File: config.mk
export PLATFORM = sky130hd
export DESIGN_NAME = regfile_mp_flat
export DESIGN_NICKNAME = d
export VERILOG_FILES = /design/src/rtl/regfile_mp_if.sv /design/src/rtl/regfile_mp.sv /design/src/flat_wrapper.sv
export SDC_FILE = /design/constraint.sdc
export NUM_CORES = 2
export LEC_CHECK = 0
export CAP_MARGIN = 25
export CELL_PAD_IN_SITES_DETAIL_PLACEMENT = 0
export CELL_PAD_IN_SITES_GLOBAL_PLACEMENT = 1
export CORE_MARGIN = 5
export CORE_UTILIZATION = 40
export CTS_CLUSTER_SIZE = 12
export DETAILED_ROUTE_END_ITERATION = 6
export PLACE_DENSITY = 0.76
export SLEW_MARGIN = 40
export SYNTH_ARGS = -nofsm -noshare
export SYNTH_HDL_FRONTEND = slang
export SYNTH_SLANG_ARGS = --single-unit
File: constraint.sdc
create_clock -name clk -period 3.4 [get_ports clk]
set_clock_uncertainty 0.2 [all_clocks]
set_input_delay 0.85 -clock clk [delete_from_list [all_inputs] [get_ports clk]]
set_output_delay 0.85 -clock clk [all_outputs]
set_load 0.02 [all_outputs]
File: src/rtl/regfile_mp_if.sv
// Register-file access bundle: decode-side read ports, writeback port,
// destination reservation and the clear-sweep handshake.
interface regfile_mp_if #(
    parameter int DATA_W = 32,
    parameter int ADDR_W = 5,
    parameter int NUM_RD = 2
);
    localparam int NREGS = 2 ** ADDR_W;

    logic [NUM_RD*ADDR_W-1:0] rd_addr;
    logic [NUM_RD*DATA_W-1:0] rd_data;
    logic                     wr_en;
    logic [ADDR_W-1:0]        wr_addr;
    logic [DATA_W-1:0]        wr_data;
    logic                     rsv_en;
    logic [ADDR_W-1:0]        rsv_addr;
    logic [NREGS-1:0]         busy;
    logic                     clr_req;
    logic                     clr_busy;

    modport master (
        output rd_addr, wr_en, wr_addr, wr_data, rsv_en, rsv_addr, clr_req,
        input  rd_data, busy, clr_busy
    );

    modport slave (
        input  rd_addr, wr_en, wr_addr, wr_data, rsv_en, rsv_addr, clr_req,
        output rd_data, busy, clr_busy
    );
endinterface

File: src/rtl/regfile_mp.sv
// Multi-read-port register file with optional write-to-read bypass,
// pending-write scoreboard and a hardware clear sweep.
module regfile_mp #(
    parameter int DATA_W = 32,
    parameter int ADDR_W = 5,
    parameter int NUM_RD = 2,
    parameter int BYPASS = 1
) (
    input logic          clk,
    input logic          rst_n,
    regfile_mp_if.slave  bus
);
    localparam int NREGS = 2 ** ADDR_W;
    localparam logic [ADDR_W-1:0] IDX_FIRST = ADDR_W'(1);
    localparam logic [ADDR_W-1:0] IDX_LAST  = '1;

    typedef enum logic {ST_IDLE, ST_SWEEP} state_t;

    state_t                  r_state;
    state_t                  w_state_nxt;
    logic [ADDR_W-1:0]       r_idx;
    logic [DATA_W-1:0]       r_regs [NREGS];
    logic [NREGS-1:0]        r_busy;
    logic                    w_idle;
    logic                    w_wr_ok;
    logic                    w_rsv_ok;
    logic                    w_sweep_last;
    logic [NUM_RD*DATA_W-1:0] w_rd_data;

    assign w_idle       = (r_state == ST_IDLE);
    assign w_wr_ok      = w_idle && bus.wr_en && (bus.wr_addr != '0);
    assign w_rsv_ok     = w_idle && bus.rsv_en && (bus.rsv_addr != '0);
    assign w_sweep_last = (r_idx == IDX_LAST);

    always_ff @(posedge clk or negedge rst_n) begin
        if (!rst_n) begin
            r_state <= ST_IDLE;
        end else begin
            r_state <= w_state_nxt;
        end
    end

    always_comb begin
        w_state_nxt = r_state;
        case (r_state)
            ST_IDLE:  if (bus.clr_req) w_state_nxt = ST_SWEEP;
            ST_SWEEP: if (w_sweep_last) w_state_nxt = ST_IDLE;
            default:  w_state_nxt = ST_IDLE;
        endcase
    end

    // Register 0 is never written, so it stays at its reset value of zero.
    always_ff @(posedge clk or negedge rst_n) begin
        if (!rst_n) begin
            r_idx  <= IDX_FIRST;
            r_busy <= '0;
            for (int i = 0; i < NREGS; i++) begin
                r_regs[i] <= '0;
            end
        end else if (w_idle) begin
            r_idx <= IDX_FIRST;
            if (w_wr_ok) begin
                r_regs[bus.wr_addr] <= bus.wr_data;
            end
            if (bus.clr_req) begin
                r_busy <= '0;
            end else begin
                // Reservation is applied after the clear so a same-address set wins.
                if (w_wr_ok) r_busy[bus.wr_addr] <= 1'b0;
                if (w_rsv_ok) r_busy[bus.rsv_addr] <= 1'b1;
            end
        end else begin
            r_regs[r_idx] <= '0;
            r_idx         <= w_sweep_last ? IDX_FIRST : r_idx + IDX_FIRST;
        end
    end

    always_comb begin
        w_rd_data = '0;
        for (int k = 0; k < NUM_RD; k++) begin
            if (bus.rd_addr[k*ADDR_W +: ADDR_W] == '0) begin
                w_rd_data[k*DATA_W +: DATA_W] = '0;
            end else if ((BYPASS != 0) && w_wr_ok &&
                         (bus.wr_addr == bus.rd_addr[k*ADDR_W +: ADDR_W])) begin
                w_rd_data[k*DATA_W +: DATA_W] = bus.wr_data;
            end else begin
                w_rd_data[k*DATA_W +: DATA_W] = r_regs[bus.rd_addr[k*ADDR_W +: ADDR_W]];
            end
        end
    end

    assign bus.rd_data  = w_rd_data;
    assign bus.busy     = r_busy;
    assign bus.clr_busy = (r_state == ST_SWEEP);
endmodule

File: src/flat_wrapper.sv
// flat-port wrapper written by rule: the top's interface ports become plain ports
module regfile_mp_flat 
#(
    parameter int DATA_W = 32,
    parameter int ADDR_W = 5,
    parameter int NUM_RD = 2,
    parameter int BYPASS = 1
)
  (clk, rst_n, bus_rd_addr, bus_wr_en, bus_wr_addr, bus_wr_data, bus_rsv_en, bus_rsv_addr, bus_clr_req, bus_rd_data, bus_busy, bus_clr_busy);
  regfile_mp_if #(.DATA_W(DATA_W), .ADDR_W(ADDR_W), .NUM_RD(NUM_RD)) bus_i ();
  input logic clk;
  input logic rst_n;
  input wire logic [$bits(bus_i.rd_addr)-1:0] bus_rd_addr;
  input wire logic [$bits(bus_i.wr_en)-1:0] bus_wr_en;
  input wire logic [$bits(bus_i.wr_addr)-1:0] bus_wr_addr;
  input wire logic [$bits(bus_i.wr_data)-1:0] bus_wr_data;
  input wire logic [$bits(bus_i.rsv_en)-1:0] bus_rsv_en;
  input wire logic [$bits(bus_i.rsv_addr)-1:0] bus_rsv_addr;
  input wire logic [$bits(bus_i.clr_req)-1:0] bus_clr_req;
  output wire logic [$bits(bus_i.rd_data)-1:0] bus_rd_data;
  output wire logic [$bits(bus_i.busy)-1:0] bus_busy;
  output wire logic [$bits(bus_i.clr_busy)-1:0] bus_clr_busy;
  assign bus_i.rd_addr = bus_rd_addr;
  assign bus_i.wr_en = bus_wr_en;
  assign bus_i.wr_addr = bus_wr_addr;
  assign bus_i.wr_data = bus_wr_data;
  assign bus_i.rsv_en = bus_rsv_en;
  assign bus_i.rsv_addr = bus_rsv_addr;
  assign bus_i.clr_req = bus_clr_req;
  assign bus_rd_data = bus_i.rd_data;
  assign bus_busy = bus_i.busy;
  assign bus_clr_busy = bus_i.clr_busy;
  regfile_mp #(.DATA_W(DATA_W), .ADDR_W(ADDR_W), .NUM_RD(NUM_RD), .BYPASS(BYPASS)) u_core (.clk(clk), .rst_n(rst_n), .bus(bus_i));
endmodule
# [Word level (Yosys, flattened, before mapping)]
# Cells that the tools add are included.
[totals] reg_bits=1062 latchBits=0 ram_bits=0 mem_bits_ro=0 input_bits=57 out_inout_bits=97 elab_cells=105 mem_count=0
[op_classes] addsub=1 n_mul=0 div=0 magnitude_cmp=10 n_eq_ne=3 shift=0 muxes=31 bitwise=10 reduce_logical=15
[ops] operator="1024-bit 2-to-1 mux" count=2
[ops] operator="1024-bit AND" count=1
[ops] operator="1024-bit bitwise mux" count=1
[ops] operator="1024-bit inverter" count=1
[ops] operator="32-bit 2-to-1 mux" count=15
[ops] operator="32-bit binary-select mux with 5-bit select" count=2
[ops] operator="32-bit demux with 5-bit select" count=2
[ops] operator="32-bit AND" count=1
[ops] operator="32-bit inverter" count=1
[ops] operator="32-bit OR" count=1
[ops] operator="6-bit greater-or-equal comparator, second input constant" count=4
[ops] operator="5-bit inverter with 6-bit output" count=4
[ops] operator="5-bit by 6-bit less-than comparator with 1-bit output, second input constant" count=2
[ops] operator="6-bit by 1-bit less-than comparator with 1-bit output, second input constant" count=2
[ops] operator="1-bit demux with 5-bit select" count=2
[ops] operator="5-bit == test" count=2
[ops] operator="5-bit by 1-bit greater-or-equal comparator with 1-bit output, second input constant" count=2
[ops] operator="1-bit logical AND" count=10
[ops] operator="5-bit logical NOT" count=2
[ops] operator="5-bit 2-to-1 mux" count=2
[ops] operator="5-bit nonzero test" count=2
[ops] operator="5-bit by 1-bit adder with 5-bit output, second input constant" count=1
[ops] operator="5-bit == test, second input constant" count=1
[ops] operator="1-bit 2-to-1 mux" count=4
[ops] operator="other kinds (3)" count=3

# [Longest topological paths before layout]
[logic_depth] ltp_word=12 ltp_mapped=9 ltp_nobuf=5

# [Worst setup path after synthesis]
# OpenSTA, ideal clock, no wires.
[synth_timing] path_kind="input-to-output" startpoint="input bus_rd_addr[1]" endpoint="output bus_rd_data[26]" arrival_time_ns=2.731 t_required_ns=2.350 path_slack_ns=-0.381 cell_stages=7 path_buffers=3 cell_sequence="buf_2 nor2b_1 clkbuf_1 clkbuf_1 a221oi_1 a211oi_1 o311ai_0"
[synth_via] elab_chain_cells=6 word_cells_on_any_way=9 classes_between="eq/ne: 1; mux: 5; bitwise: 1; reduce/logical: 2"
[synth_lines] element="from (decl)" line_no="flat_wrapper.sv:13" text="input wire logic [$bits(bus_i.rd_addr)-1:0] bus_rd_addr;"
[synth_lines] element="5-bit inverter with 6-bit output (implied by the code)" line_no="regfile_mp.sv:87" text="w_rd_data[k*DATA_W +: DATA_W] = r_regs[bus.rd_addr[k*ADDR_W +: ADDR_W]];"
[synth_lines] element="32-bit binary-select mux with 5-bit select" line_no="regfile_mp.sv:87"
[synth_lines] element="32-bit 2-to-1 mux (implied by the code) (2 in a row)" line_no="regfile_mp.sv:87"
[synth_lines] element="32-bit 2-to-1 mux" line_no="regfile_mp.sv:83" text="end else if ((BYPASS != 0) && w_wr_ok &&"
[synth_lines] element="32-bit 2-to-1 mux (*)" line_no="regfile_mp.sv:81" text="if (bus.rd_addr[k*ADDR_W +: ADDR_W] == '0) begin"
[synth_lines] element="to (decl)" line_no="flat_wrapper.sv:20" text="output wire logic [$bits(bus_i.rd_data)-1:0] bus_rd_data;"
# Mark *: on every way between the ends. The rest lies on a longest branch, timed or not. The select of a mux whose other input is x is not followed.

# [Worst setup path after layout]
[layout_timing] startpoint="input bus_rd_addr[5]" endpoint="output bus_rd_data[43]"
# The elaborated chain is that of the path after synthesis.

==> impl_metrics.toml <==
[run]
max_cap_violations = 0

[timing]
setup_viol = 64
setup_ws_ps = -813
slew_viol_final = 0
setup_tns_ps = -40260
rsz0062_at_grt = "true"
worst_slew_margin_rel_pct = 42.7
finalCritPeriodShare_pct = 124
hold_viol = 0
fin_crit_ps = 4210
worst_pin_slew_ps = 858
max_clock_freq_mhz = 237

[drt]
drc_errors = 0
wirelength_um = 265000
vias = 51100
dr.pass1.iters = 6
ant_nets = 0
drt-initial-drc-count = 7916
routedWlPerCell_um = 36.7
via_per_inst = 7.08

[worst_hold_path]
worstHoldStart = "u_core.bus.busy[0]"
hold_class = "reg -> reg"
hold_path_depth = 1

[critical_path]
crit_chain = "buf_16 -> buf_16 -> buf_16 -> buf_8 -> buf_6 -> mux4_2 -> o211ai_1 -> a2bb2oi_2 -> buf_4 -> a21oi_4 -> buf_6"
critPathMaxStageDelay_ps = 530
endpoint_kind = "output pin"
cp.depth = 11
worstSetupPathType = "in -> out"
crit_slowest_cell = "mux4_2"
reg2regPathDepth = 8
critPathArrivalTime_ps = 3160
cpMostUsedCell = "buf_16"
r2r-start = "u_core.bus.clr_busy"
crit_path_max_fanout = 6
critical_path_required_ps = 2350
crit_family = "buffers and inverters"
crit_start = "bus_rd_addr[5]"
path_buf_inv = 7
critPathLaunchType = "input port"

[clock_network]
cts.sinks = 1062
clk_latency_ps = 750
cts-root-buf = "clkbuf_16"
cts_tree = "built"
ctsHtreeMaxLevel = 3
cts.path.max_buffers = 3
clk_pin_slew_ps = 60
numCtsBuffers = 116

[place]
dp_hpwl_um = 171000
finalWeightedCongestion = 0.976
place_inst = 6820
port_buffers = 153

[synthesis]
synth_edf_count = 0
synth_top_area_share_pct = 46.9
synth_most_common_cell = "dfrtp_1"
netlist_area_sq_um = 56600
synthFlopType = "dfrtp_1"
yosys_warnings = 0
synth.distinct_cells = 81
syn-num-nets = 4524
ys_seq_elements = 1062
yosys.area.top_type = "dfrtp_1"
synth_common_cells = "dfrtp_1 (1061), a22o_1 (992), mux4_2 (323)"
netlist_instances = 4462
synth.avg_cell_area_sq_um = 12.7
synth_area_leaders = "dfrtp_1 (47%), a22o_1 (15%), mux4_2 (13%)"
synth_seq_area_share_pct = 47.0
synthArstFlopShare_pct = 100

[cells_and_area]
syn_to_final_growth_pct = 35.5
multi_input_area_sq_um = 30200
fill_cells = 11300
layout-drive-gt1-share_pct = 41.0
nets = 5294
seq_area_sq_um = 26600
stdcell_count = 7219

[status]
outcome = "finished with violations"
violations = "setup timing"

[floorplanning]
die_width_um = 386
die_area_sq_um = 149000
chipHeight_um = 386
rows = 138
io_pins = 154
core_area_sq_um = 141000
start_util_pct = 40.1

[global_route]
use_met3_pct = 15.8
gr-usage-met2_pct = 48.5
grtUsageTotal_pct = 34.6
grt.overflow.total = 0
grt_max_degree = 75
grt_pass1_wl_um = 373000
first_global_vias = 50400
grt_antenna_before_repair = 5
grt_util_met1_pct = 43.8
grt.busiest_layer = "met2"

[power]
p_leak_nw = 34.6
power.density_nw_per_um2 = 463
ir_worst_vdd_v = 0.000394
-- per-stage QoR --
stage,setup WS [ps],util (%),power (mW),cell area [sq um],hold slack (ps)
after CTS,-768,53.3,34.9,75300,305
after global routing,-798,54.3,36.2,76600,329
after floorplan,-86.6,-,17.1,57600,267
after global placement,-1540,47.8,20.8,67500,276
final,-813,54.3,35.5,76600,305
after detailed placement,-1600,47.9,20.9,67500,273
-- registers in the layout, indices dropped and copies added (netlist names) --
signal	flops
u_core.r_regs	1024
u_core.bus.clr_busy	1
u_core.bus.busy	32
u_core.r_idx	5
-- routing by layer --
metal  up-vias  share of wire, %
met5         -             0.093
met3      1047                16
met4        14               7.2
met2      4657                42
met1     26100                36
li1      19300                 -
-- layout make-up --
cell class	count	share of cell area (%)
Clock buffer	178	4.63
Antenna cell	2	0.00653
Timing Repair Buffer	1222	17.4
Multi-Input combinational cell	2817	39.5
Inverter	13	0.0653
Tap cell	1890	3.09
Sequential cell	1062	34.7
Clock inverter	35	0.730
-- logic make-up (layout without fill, tap and decap cells) --
kind of cell / Yosys count / count (layout) / synth area share (%)
fa+ha+maj: 5 / 5 / 0.111
simple gates: 494 / 494 / 4.71
buf+inv: 583 / 1448 / 5.13
mux: 740 / 740 / 20.5
xor+xnor: 12 / 12 / 0.186
compound gates: 1566 / 1566 / 22.4
other cells: 0 / 2 / 0
flops: 1062 / 1062 / 47.0
-- worst register-to-register path, stage by stage (launching register included) --
cell	delay [ps]
dfrtp_1	370
buf_4	400
and3b_1	300
nand2_1	220
buf_4	160
nor2_4	50
a21oi_4	470
buf_12	310
a22o_1	230
-- cells in the final DEF (no fill, tap or decap), types with 18 or more instances in the layout --
cell type / instances
buf_8: 38
mux2i_1: 282
o21ai_0: 50
clkdlybuf4s50_1: 72
nand2b_1: 19
o22ai_2: 22
nand2_1: 97
clkbuf_8: 38
a22oi_1: 53
buf_12: 204
buf_4: 723
o22ai_1: 55
a22o_1: 992
buf_6: 150
a221oi_1: 36
a21oi_1: 36
nor2_2: 20
and2_1: 47
nor2_1: 55
a221o_1: 28
o21ai_1: 18
nor3b_1: 19
clkbuf_1: 23
mux4_2: 323
a21oi_4: 50
a221oi_2: 32
nor3_4: 25
nor2b_1: 34
nor3_1: 18
clkbuf_16: 121
dfrtp_1: 1061
mux2_2: 112
nor2_4: 32
-- report_power, final --
group / internal [mW] / switching [mW] / leakage [nW]
combinational: 3.26 / 4.56 / 18.0
clock: 8.20 / 5.62 / 2.02
sequential: 13.3 / 0.572 / 14.6
total: 24.7 / 10.8 / 34.6
-- final timing paths --
check | end | slack (ps)
max in group asynchronous | u_core.r_regs[763] | 1480
worst min register to register | u_core.bus.busy[0] | 300
min in group asynchronous | u_core.r_regs[458] | 500
worst min-delay path | u_core.bus.busy[0] | 300
worst max-delay path | bus_rd_data[43] | -810
worst max register to register | u_core.r_regs[146] | 620
-- what timing repair did --
item,4_1_cts,5_1_grt
endpoints found under the hold margin,35,0
endpoints found under the setup margin,64,64
hold buffers,1,0
gates cloned,15,2
resized for setup,677,248
setup buffers,129,78
pin swaps,103,118
Power figures use the tool's default switching activity.
